## config.mk

```make
export PLATFORM = sky130hd
export DESIGN_NAME = riscv_core_rob_dispatch
export DESIGN_NICKNAME = d
export VERILOG_FILES = /design/src/rtl/riscv_core_rob_pkg.sv /design/src/rtl/riscv_core_rob_fill_arb.sv /design/src/rtl/riscv_core_rob_dispatch.sv
export SDC_FILE = /design/constraint.sdc
export NUM_CORES = 1
export LEC_CHECK = 0
export ABC_AREA = 0
export CAP_MARGIN = 25
export CORE_AREA = 2 2 85 87
export DETAILED_ROUTE_END_ITERATION = 12
export DIE_AREA = 0 0 87 89
export PLACE_DENSITY = 0.81
export SETUP_SLACK_MARGIN = 0.05
export SYNTH_ARGS = -nofsm -noshare
export SYNTH_HDL_FRONTEND = slang
export SYNTH_SLANG_ARGS = --single-unit
```

## constraint.sdc

```tcl
create_clock -name clk -period 2.7 [get_ports clk]
set_clock_uncertainty 0.2 [all_clocks]
set_input_delay 0.27 -clock clk [delete_from_list [all_inputs] [get_ports clk]]
set_output_delay 0.27 -clock clk [all_outputs]
set_load 0.1 [all_outputs]
```

## src/rtl/riscv_core_rob_pkg.sv

```systemverilog
// Shared widths and the in-flight tracker entry for the ROB dispatch path.
package riscv_core_rob_pkg;

    localparam int ROB_SLOT_W  = 4;
    localparam int ROB_PREG_W  = 5;
    localparam int ROB_MAX_LAT = 15;
    localparam int ROB_LAT_W   = $clog2(ROB_MAX_LAT + 1);

    typedef struct packed {
        logic                  valid;
        logic [ROB_SLOT_W-1:0] slot;
        logic [ROB_LAT_W-1:0]  cnt;
    } trk_entry_t;

endpackage

```

## src/rtl/riscv_core_rob_fill_arb.sv

```systemverilog
// Fixed-priority picker: the lowest set request bit wins.
module riscv_core_rob_fill_arb #(
    parameter int N = 4
) (
    input  logic [N-1:0]         req,
    output logic [N-1:0]         gnt,
    output logic [$clog2(N)-1:0] idx,
    output logic                 any_valid
);

    localparam int IW = $clog2(N);

    always_comb begin
        gnt       = '0;
        idx       = '0;
        any_valid = 1'b0;
        // Scan downward so the lowest index is the last one written.
        for (int i = N - 1; i >= 0; i--) begin
            if (req[i]) begin
                gnt       = '0;
                gnt[i]    = 1'b1;
                idx       = i[IW-1:0];
                any_valid = 1'b1;
            end
        end
    end

endmodule

```

## src/rtl/riscv_core_rob_dispatch.sv

```systemverilog
// Dispatch side of the reorder buffer: allocates ROB slots, times execution
// latency per instruction, fills completed slots and blocks WAW on busy pregs.
module riscv_core_rob_dispatch
    import riscv_core_rob_pkg::*;
#(
    parameter int NUM_INFLIGHT = 4,
    parameter int LAT_W        = ROB_LAT_W,
    parameter int SLOT_W       = ROB_SLOT_W,
    parameter int PREG_W       = ROB_PREG_W
) (
    input  logic                          clk,
    input  logic                          reset,
    input  logic                          disp_val,
    output logic                          disp_rdy,
    input  logic [PREG_W-1:0]             disp_preg,
    input  logic [LAT_W-1:0]              disp_lat,
    output logic                          rob_alloc_req_val,
    input  logic                          rob_alloc_req_rdy,
    output logic [PREG_W-1:0]             rob_alloc_req_preg,
    input  logic [SLOT_W-1:0]             rob_alloc_resp_slot,
    output logic                          rob_fill_val,
    output logic [SLOT_W-1:0]             rob_fill_slot,
    input  logic                          rob_commit_wen,
    input  logic [SLOT_W-1:0]             rob_commit_slot,
    input  logic [PREG_W-1:0]             rob_commit_rf_waddr,
    output logic [$clog2(NUM_INFLIGHT):0] inflight_cnt
);

    localparam int IDX_W    = $clog2(NUM_INFLIGHT);
    localparam int NUM_PREG = 1 << PREG_W;

    trk_entry_t              trk [NUM_INFLIGHT];
    logic [NUM_INFLIGHT-1:0] vld_vec;
    logic [NUM_INFLIGHT-1:0] elig_vec;
    logic [NUM_INFLIGHT-1:0] fill_gnt;
    logic [NUM_INFLIGHT-1:0] free_gnt;
    logic [IDX_W-1:0]        fill_idx;
    logic [IDX_W-1:0]        free_idx;
    logic                    fill_any;
    logic                    free_any;
    logic [NUM_PREG-1:0]     busy;
    logic                    can_disp;
    logic                    fire;

    // A zero latency behaves as a single cycle.
    function automatic logic [LAT_W-1:0] lat_to_cnt(input logic [LAT_W-1:0] lat);
        lat_to_cnt = (lat == '0) ? '0 : lat - 1'b1;
    endfunction

    always_comb begin
        for (int i = 0; i < NUM_INFLIGHT; i++) begin
            vld_vec[i]  = trk[i].valid;
            elig_vec[i] = trk[i].valid && (trk[i].cnt == '0);
        end
    end

    riscv_core_rob_fill_arb #(.N(NUM_INFLIGHT)) u_fill_arb (
        .req       (elig_vec),
        .gnt       (fill_gnt),
        .idx       (fill_idx),
        .any_valid (fill_any)
    );

    riscv_core_rob_fill_arb #(.N(NUM_INFLIGHT)) u_free_arb (
        .req       (~vld_vec),
        .gnt       (free_gnt),
        .idx       (free_idx),
        .any_valid (free_any)
    );

    assign can_disp           = reset && free_any && !busy[disp_preg];
    assign rob_alloc_req_val  = disp_val && can_disp;
    assign disp_rdy           = rob_alloc_req_rdy && can_disp;
    assign rob_alloc_req_preg = disp_preg;
    assign fire               = disp_val && disp_rdy;
    assign rob_fill_val       = fill_any;
    assign rob_fill_slot      = trk[fill_idx].slot;

    always_comb begin
        inflight_cnt = '0;
        for (int i = 0; i < NUM_INFLIGHT; i++) begin
            inflight_cnt = inflight_cnt + (IDX_W + 1)'(vld_vec[i]);
        end
    end

    // Only valid bits are reset; slot and cnt are qualified by valid.
    always_ff @(posedge clk or negedge reset) begin
        if (!reset) begin
            for (int i = 0; i < NUM_INFLIGHT; i++) begin
                trk[i].valid <= 1'b0;
            end
        end else begin
            for (int i = 0; i < NUM_INFLIGHT; i++) begin
                if (fire && free_gnt[i]) begin
                    trk[i].valid <= 1'b1;
                    trk[i].slot  <= rob_alloc_resp_slot;
                    trk[i].cnt   <= lat_to_cnt(disp_lat);
                end else begin
                    if (fill_gnt[i]) begin
                        trk[i].valid <= 1'b0;
                    end
                    if (trk[i].valid && (trk[i].cnt != '0)) begin
                        trk[i].cnt <= trk[i].cnt - 1'b1;
                    end
                end
            end
        end
    end

    // Set after clear so a stray commit never cancels a same-cycle dispatch.
    always_ff @(posedge clk or negedge reset) begin
        if (!reset) begin
            busy <= '0;
        end else begin
            if (rob_commit_wen) begin
                busy[rob_commit_rf_waddr] <= 1'b0;
            end
            if (fire && (disp_preg != '0)) begin
                busy[disp_preg] <= 1'b1;
            end
        end
    end

    always_ff @(posedge clk) begin
        if (reset) begin
            assert (!rob_fill_val || |(fill_gnt & vld_vec))
                else $error("fill of a slot not held by a valid entry");
            assert (!fire || !vld_vec[free_idx])
                else $error("allocation into an occupied entry");
            for (int i = 0; i < NUM_INFLIGHT; i++) begin
                for (int j = i + 1; j < NUM_INFLIGHT; j++) begin
                    assert (!(trk[i].valid && trk[j].valid && (trk[i].slot == trk[j].slot)))
                        else $error("duplicate slot in tracker entries %0d and %0d", i, j);
                end
                assert (!(rob_commit_wen && trk[i].valid && (trk[i].slot == rob_commit_slot)))
                    else $error("commit of slot still executing in entry %0d", i);
            end
        end else begin
            assert (!rob_fill_val) else $error("fill asserted during reset");
        end
    end

endmodule

```

Word level (Yosys, flattened, before mapping)

Index checks and enable logic that the tools add are counted.

Bits in registers: 68
Input bits: 27
Word-level logic and storage cells: 126

Add/subtract/negate cells: 8
Reduce and logical (&&, ||, !) cells: 47
Bitwise gates (word level): 5
$lt $le $gt $ge: 5
Multiplexer cells: 48

Operators with widths:

| kind                                                        | number |
|---|---|
| two-way mux 4 bit                                           | 17 |
| two-way mux 32 bit                                          | 2 |
| AND 32 bit                                                  | 1 |
| inverter 32 bit                                             | 1 |
| bitwise OR 32 bit                                           | 1 |
| logical AND 1 bit                                           | 20 |
| zero test 4 bit                                             | 5 |
| subtractor 4 x 1 -> 4 bit (second input constant)           | 5 |
| two-way mux 1 bit                                           | 19 |
| binary-select mux 9 bit (select 2 bit)                      | 1 |
| two-way mux 8 bit                                           | 2 |
| AND reduction 2 bit                                         | 8 |
| nonzero test 2 bit                                          | 8 |
| nonzero test 4 bit                                          | 4 |
| less-than comparator 5 x 6 -> 1 bit (second input constant) | 2 |
| demux 1 bit (select 5 bit)                                  | 2 |
| >= comparator 5 x 1 -> 1 bit (second input constant)        | 2 |
| two-way mux 2 bit                                           | 4 |
| binary-select mux 1 bit (select 5 bit)                      | 1 |
| nonzero test 5 bit                                          | 1 |
| inverter 4 bit                                              | 1 |
| adder 2 x 1 -> 3 bit                                        | 1 |
| adder 3 x 1 -> 3 bit                                        | 1 |
| >= comparator 3 bit (second input constant)                 | 1 |
| other kinds (3)                                             | 3 |

Logic depth before layout (Yosys ltp)

Word-level depth: 12
Gate-level depth with buffers: 10

Modules after synthesis

Synthesis repeated with hierarchy kept, for this count alone.

Cells, all modules: 320
Area, all modules: 3,781.1 sq um

By module, submodules not included:

| module                  | instances | area an instance (sq um) | cells an instance |
|---|---|---|---|
| riscv_core_rob_dispatch | 1         | 3,658.5                  | 298 |
| riscv_core_rob_fill_arb | 2         | 61.3                     | 11 |

Worst setup path before layout

OpenSTA, ideal clock, no wires.

Path kind: reg-to-output
From: register trk[18] in the netlist's numbering
To: output port rob_fill_slot[0]
Cell stages (with the launch flop): 8
Data arrival time: 3.145 ns
Slack: -0.915 ns
Cells stage by stage: edfxtp_1 -> inv_1 -> ha_1 -> nor4bb_1 -> nor2_1 -> o21ai_2 -> mux2i_1 -> mux2i_1

Word-level cells in the longest chain between the ends: 8

RTL lines:

| what                                                 | line                          | text |
|---|---|---|
| from (decl)                                          | riscv_core_rob_dispatch.sv:32 | `trk_entry_t trk [NUM_INFLIGHT];` |
| zero test 4 bit                                      | riscv_core_rob_dispatch.sv:53 | `elig_vec[i] = trk[i].valid && (trk[i].cnt == '0);` |
| logical AND 1 bit                                    | riscv_core_rob_dispatch.sv:53 |  |
| two-way mux 2 bit (2 in a row)                       | riscv_core_rob_fill_arb.sv:19 | `if (req[i]) begin` |
| inverter 2 -> 3 bit (not written as such)            | riscv_core_rob_dispatch.sv:77 | `assign rob_fill_slot = trk[fill_idx].slot;` |
| binary-select mux 9 bit (select 2 bit)               | riscv_core_rob_dispatch.sv:77 |  |
| two-way mux 8 bit (not written as such) (2 in a row) | riscv_core_rob_dispatch.sv:77 |  |
| to (decl)                                            | riscv_core_rob_dispatch.sv:22 | `output logic [SLOT_W-1:0] rob_fill_slot,` |

Every way passes these cells. The select of a mux whose other input is x is not followed.

Worst setup path in the final report

From: register trk[18] in the netlist's numbering
To: output port rob_fill_slot[3]

Same word-level chain as after synthesis.

==> reports/metrics.yaml <==
outcome:
  run_status: "complete, but fails checks"
  violations: "setup timing"
place:
  place_ws_ps: -351.1
  numPortBuffers: 37
  dp_hpwl_um: 6445
  place_inst: 469
  place_area_sq_mm: 0.004609
  place_congestion: 0.9297
finish:
  design_area_sq_mm: 0.005381
  area_delta_synth_final_pct: 42.37
  instances_no_fill: 514
  final_cell_mix: "buf_4 (59), o21ai_0 (49), dfrtp_1 (34), edfxtp_1 (32), mux2i_1 (24)"
  layout.cells.most_common: "buf_4"
  drive_above_1_share_pct: 39.86
  diodes: 0
  nNetsFinal: 468
power:
  switchingPower_uw: 1419
  internal_power_uw: 2385
  ir_drop_uv: 472.7
  finalPower_uw: 3803
  combPwrFrac_pct: 40.1
  seq_power_share_pct: 35.5
  clock_power_share_pct: 24.4
  sw_frac_of_total_pct: 37.30
  p_leak_uw: 0.002183
  powerDensity_mw_per_mm2: 706.7
route:
  wl_um: 11970
  drtIter0Drc: 372
  dr.pass1.iters: 5
  wl_met1_um: 4306
  met2WireLength_um: 5855
  viasPerCell: 6.578
  wl_met3_um: 1135
  routedWlPerCell_um: 23.29
  top_layer: "met4"
  ant_nets: 0
  drc: 0
  vias: 3381
yosys:
  synthTopCellsByArea: "edfxtp_1 (25%), dfrtp_1 (24%), mux2i_1 (10%), o21ai_0 (6.5%), ha_1 (3.6%)"
  syn_area_per_cell_sq_um: 11.42
  async_flop_share_pct: 52.94
  yosysTopAreaCell: "edfxtp_1"
  yosysWarnings: 0
  syn_inst: 331
  syn_nets: 370
  synth_edf_count: 32
  yosysTopAreaCellShare_pct: 25.42
  ys_ff_latch: 68
  syn-cell-area_sq_mm: 0.003780
  synth_cell_type_count: 55
  ys_seq_area_share_pct: 49.26
  ys_dominant_reg_cell: "dfrtp_1"
setup_path:
  slowest_delay_ps: 450
  cp_num_buf_inv: 3
  crit_slowest_cell: "edfxtp_1"
  path_class: "reg -> out"
  end_kind: "output pin"
  path_cells: "inv_2 -> ha_4 -> nor4bb_4 -> nor2_4 -> o21ai_4 -> buf_12 -> mux2i_4 -> mux2i_4 -> buf_12"
  critPathMaxFanout: 8
  crit_required_ps: 2230
  arrival_ps: 2390
  start_kind: "flip-flop"
  path_delay_family: "buffers and inverters"
sta:
  period_share_pct: 105.9
  maxSlewViolCount: 0
  fin_crit_ps: 2860
  setup_viol: 7
  hold_slack_ps: 281.2
  setup_slack_ps: -160.3
  worst_slew_pin_slew_ps: 691.8
  rsz0062_at_grt: "yes"
  slew_headroom_pct: 53.40
  fmax_mhz: 349.6
  hold_violations: 0
global_routing:
  grt_use_total_pct: 30.37
  grt_pass1_vias: 3420
  grt_pass1_wl_um: 17410
  grt_start_max_net_pins: 22
  grt-ovfl-total: 0
  antenna_found_initial: 0
clock_network:
  cts_tree: "yes"
  cts_sinks: 68
  cts_buffers: 9
  cts-root-buf: "clkbuf_8"
  clk_pin_slew_ps: 80
  clockBufferDepth: 2
  cts-htree-levels: 3
  clkLatencyLatePin_ps: 370
floorplan:
  initial_core_util_pct: 56.26
  dieArea_sq_mm: 0.007743
  core_sq_mm: 0.006719
  core.rowCount: 30
  io_pins: 42
  die_y_um: 89
  die_w_um: 87
hold_path:
  hold_class: "in -> async"
job:
  maxCapViolCount: 0
## routing by layer
metal,up-vias,GRT usage [%]
met3,68,7.756
li1,1430,-
met1,1620,36.12
met2,263,50.10
met4,0,17.90
met5,-,0
## repair_timing
action,4_1_cts,5_1_grt
hold buffers,1,0
endpoints found under the hold margin,36,0
buffers inserted,18,9
setup endpoints to repair,35,43
pin swaps,10,9
cloned,1,0
gates resized for setup,51,19
## area by class of cell
class	count	area [sq um]
Clock inverter	7	91.34
Multi-Input combinational cell	230	2083
Tap cell	80	100.1
Clock buffer	9	123.9
Sequential cell	68	1864
Inverter	15	56.30
Fill cell	316	1338
Timing Repair Buffer	105	1062
## power by group through the flow
| stage | Sequential [uW] | Clock (uW) | Combinational, uW |
|---|---|---|---|
| detailed placement | 1340 | 0 | 1260 |
| finish | 1350 | 929 | 1520 |
| CTS | 1330 | 917 | 1360 |
| global route | 1360 | 980 | 1590 |
| floorplan | 1320 | 0 | 851 |
| global placement | 1340 | 0 | 1230 |
## Yosys cell counts (5+ instances only)
library cell / n
o21ai_0: 49
o21ai_2: 9
mux2i_1: 38
buf_2: 5
ha_1: 11
nor2_1: 11
a21oi_1: 5
o21ai_1: 8
inv_1: 15
buf_4: 5
nand3b_1: 7
xnor2_1: 8
edfxtp_1: 32
dfrtp_1: 36
nand2_1: 13
nor3_1: 6
nand3_1: 7
## path summary, 6_finish.rpt
path                                          from            endpoint  slack [ps]  cells after the start
worst min register to register   busy[5]$_DFF_PN0_   busy[5]$_DFF_PN0_         310                      2
worst max-delay path             trk[18]$_DFFE_PP_    rob_fill_slot[3]        -160                      9
worst max register to register  busy[23]$_DFF_PN0_  busy[22]$_DFF_PN0_          50                      8
min in group clk                 busy[5]$_DFF_PN0_   busy[5]$_DFF_PN0_         310                      2
max in group asynchronous                    reset  busy[15]$_DFF_PN0_        1360                      3
worst min-delay path                         reset  busy[23]$_DFF_PN0_         280                      2
## per-stage QoR
step / TNS, ps / utilization (%)
after floorplan: 0 / -
after global placement: -16950 / 68.60
after detailed placement: -20420 / 68.60
after CTS: 0 / 77.65
after global routing: -837.3 / 80.09
final: -592.2 / 80.09
## state kept, by name (all words and copies together), names as in the netlist
name and count:
busy 32, trk 36
## cells by family (layout without fill, tap and decap cells)
family | after synthesis | count (layout) | synth area share (%)
flops | 68 | 68 | 49.26
mux | 43 | 43 | 12.25
compound gates | 86 | 86 | 13.80
buf+inv | 33 | 136 | 4.733
xor+xnor | 8 | 8 | 1.854
fa+ha+maj | 12 | 12 | 4.171
simple gates | 81 | 81 | 13.94
Note: power is estimated with default switching activity, not from simulation.
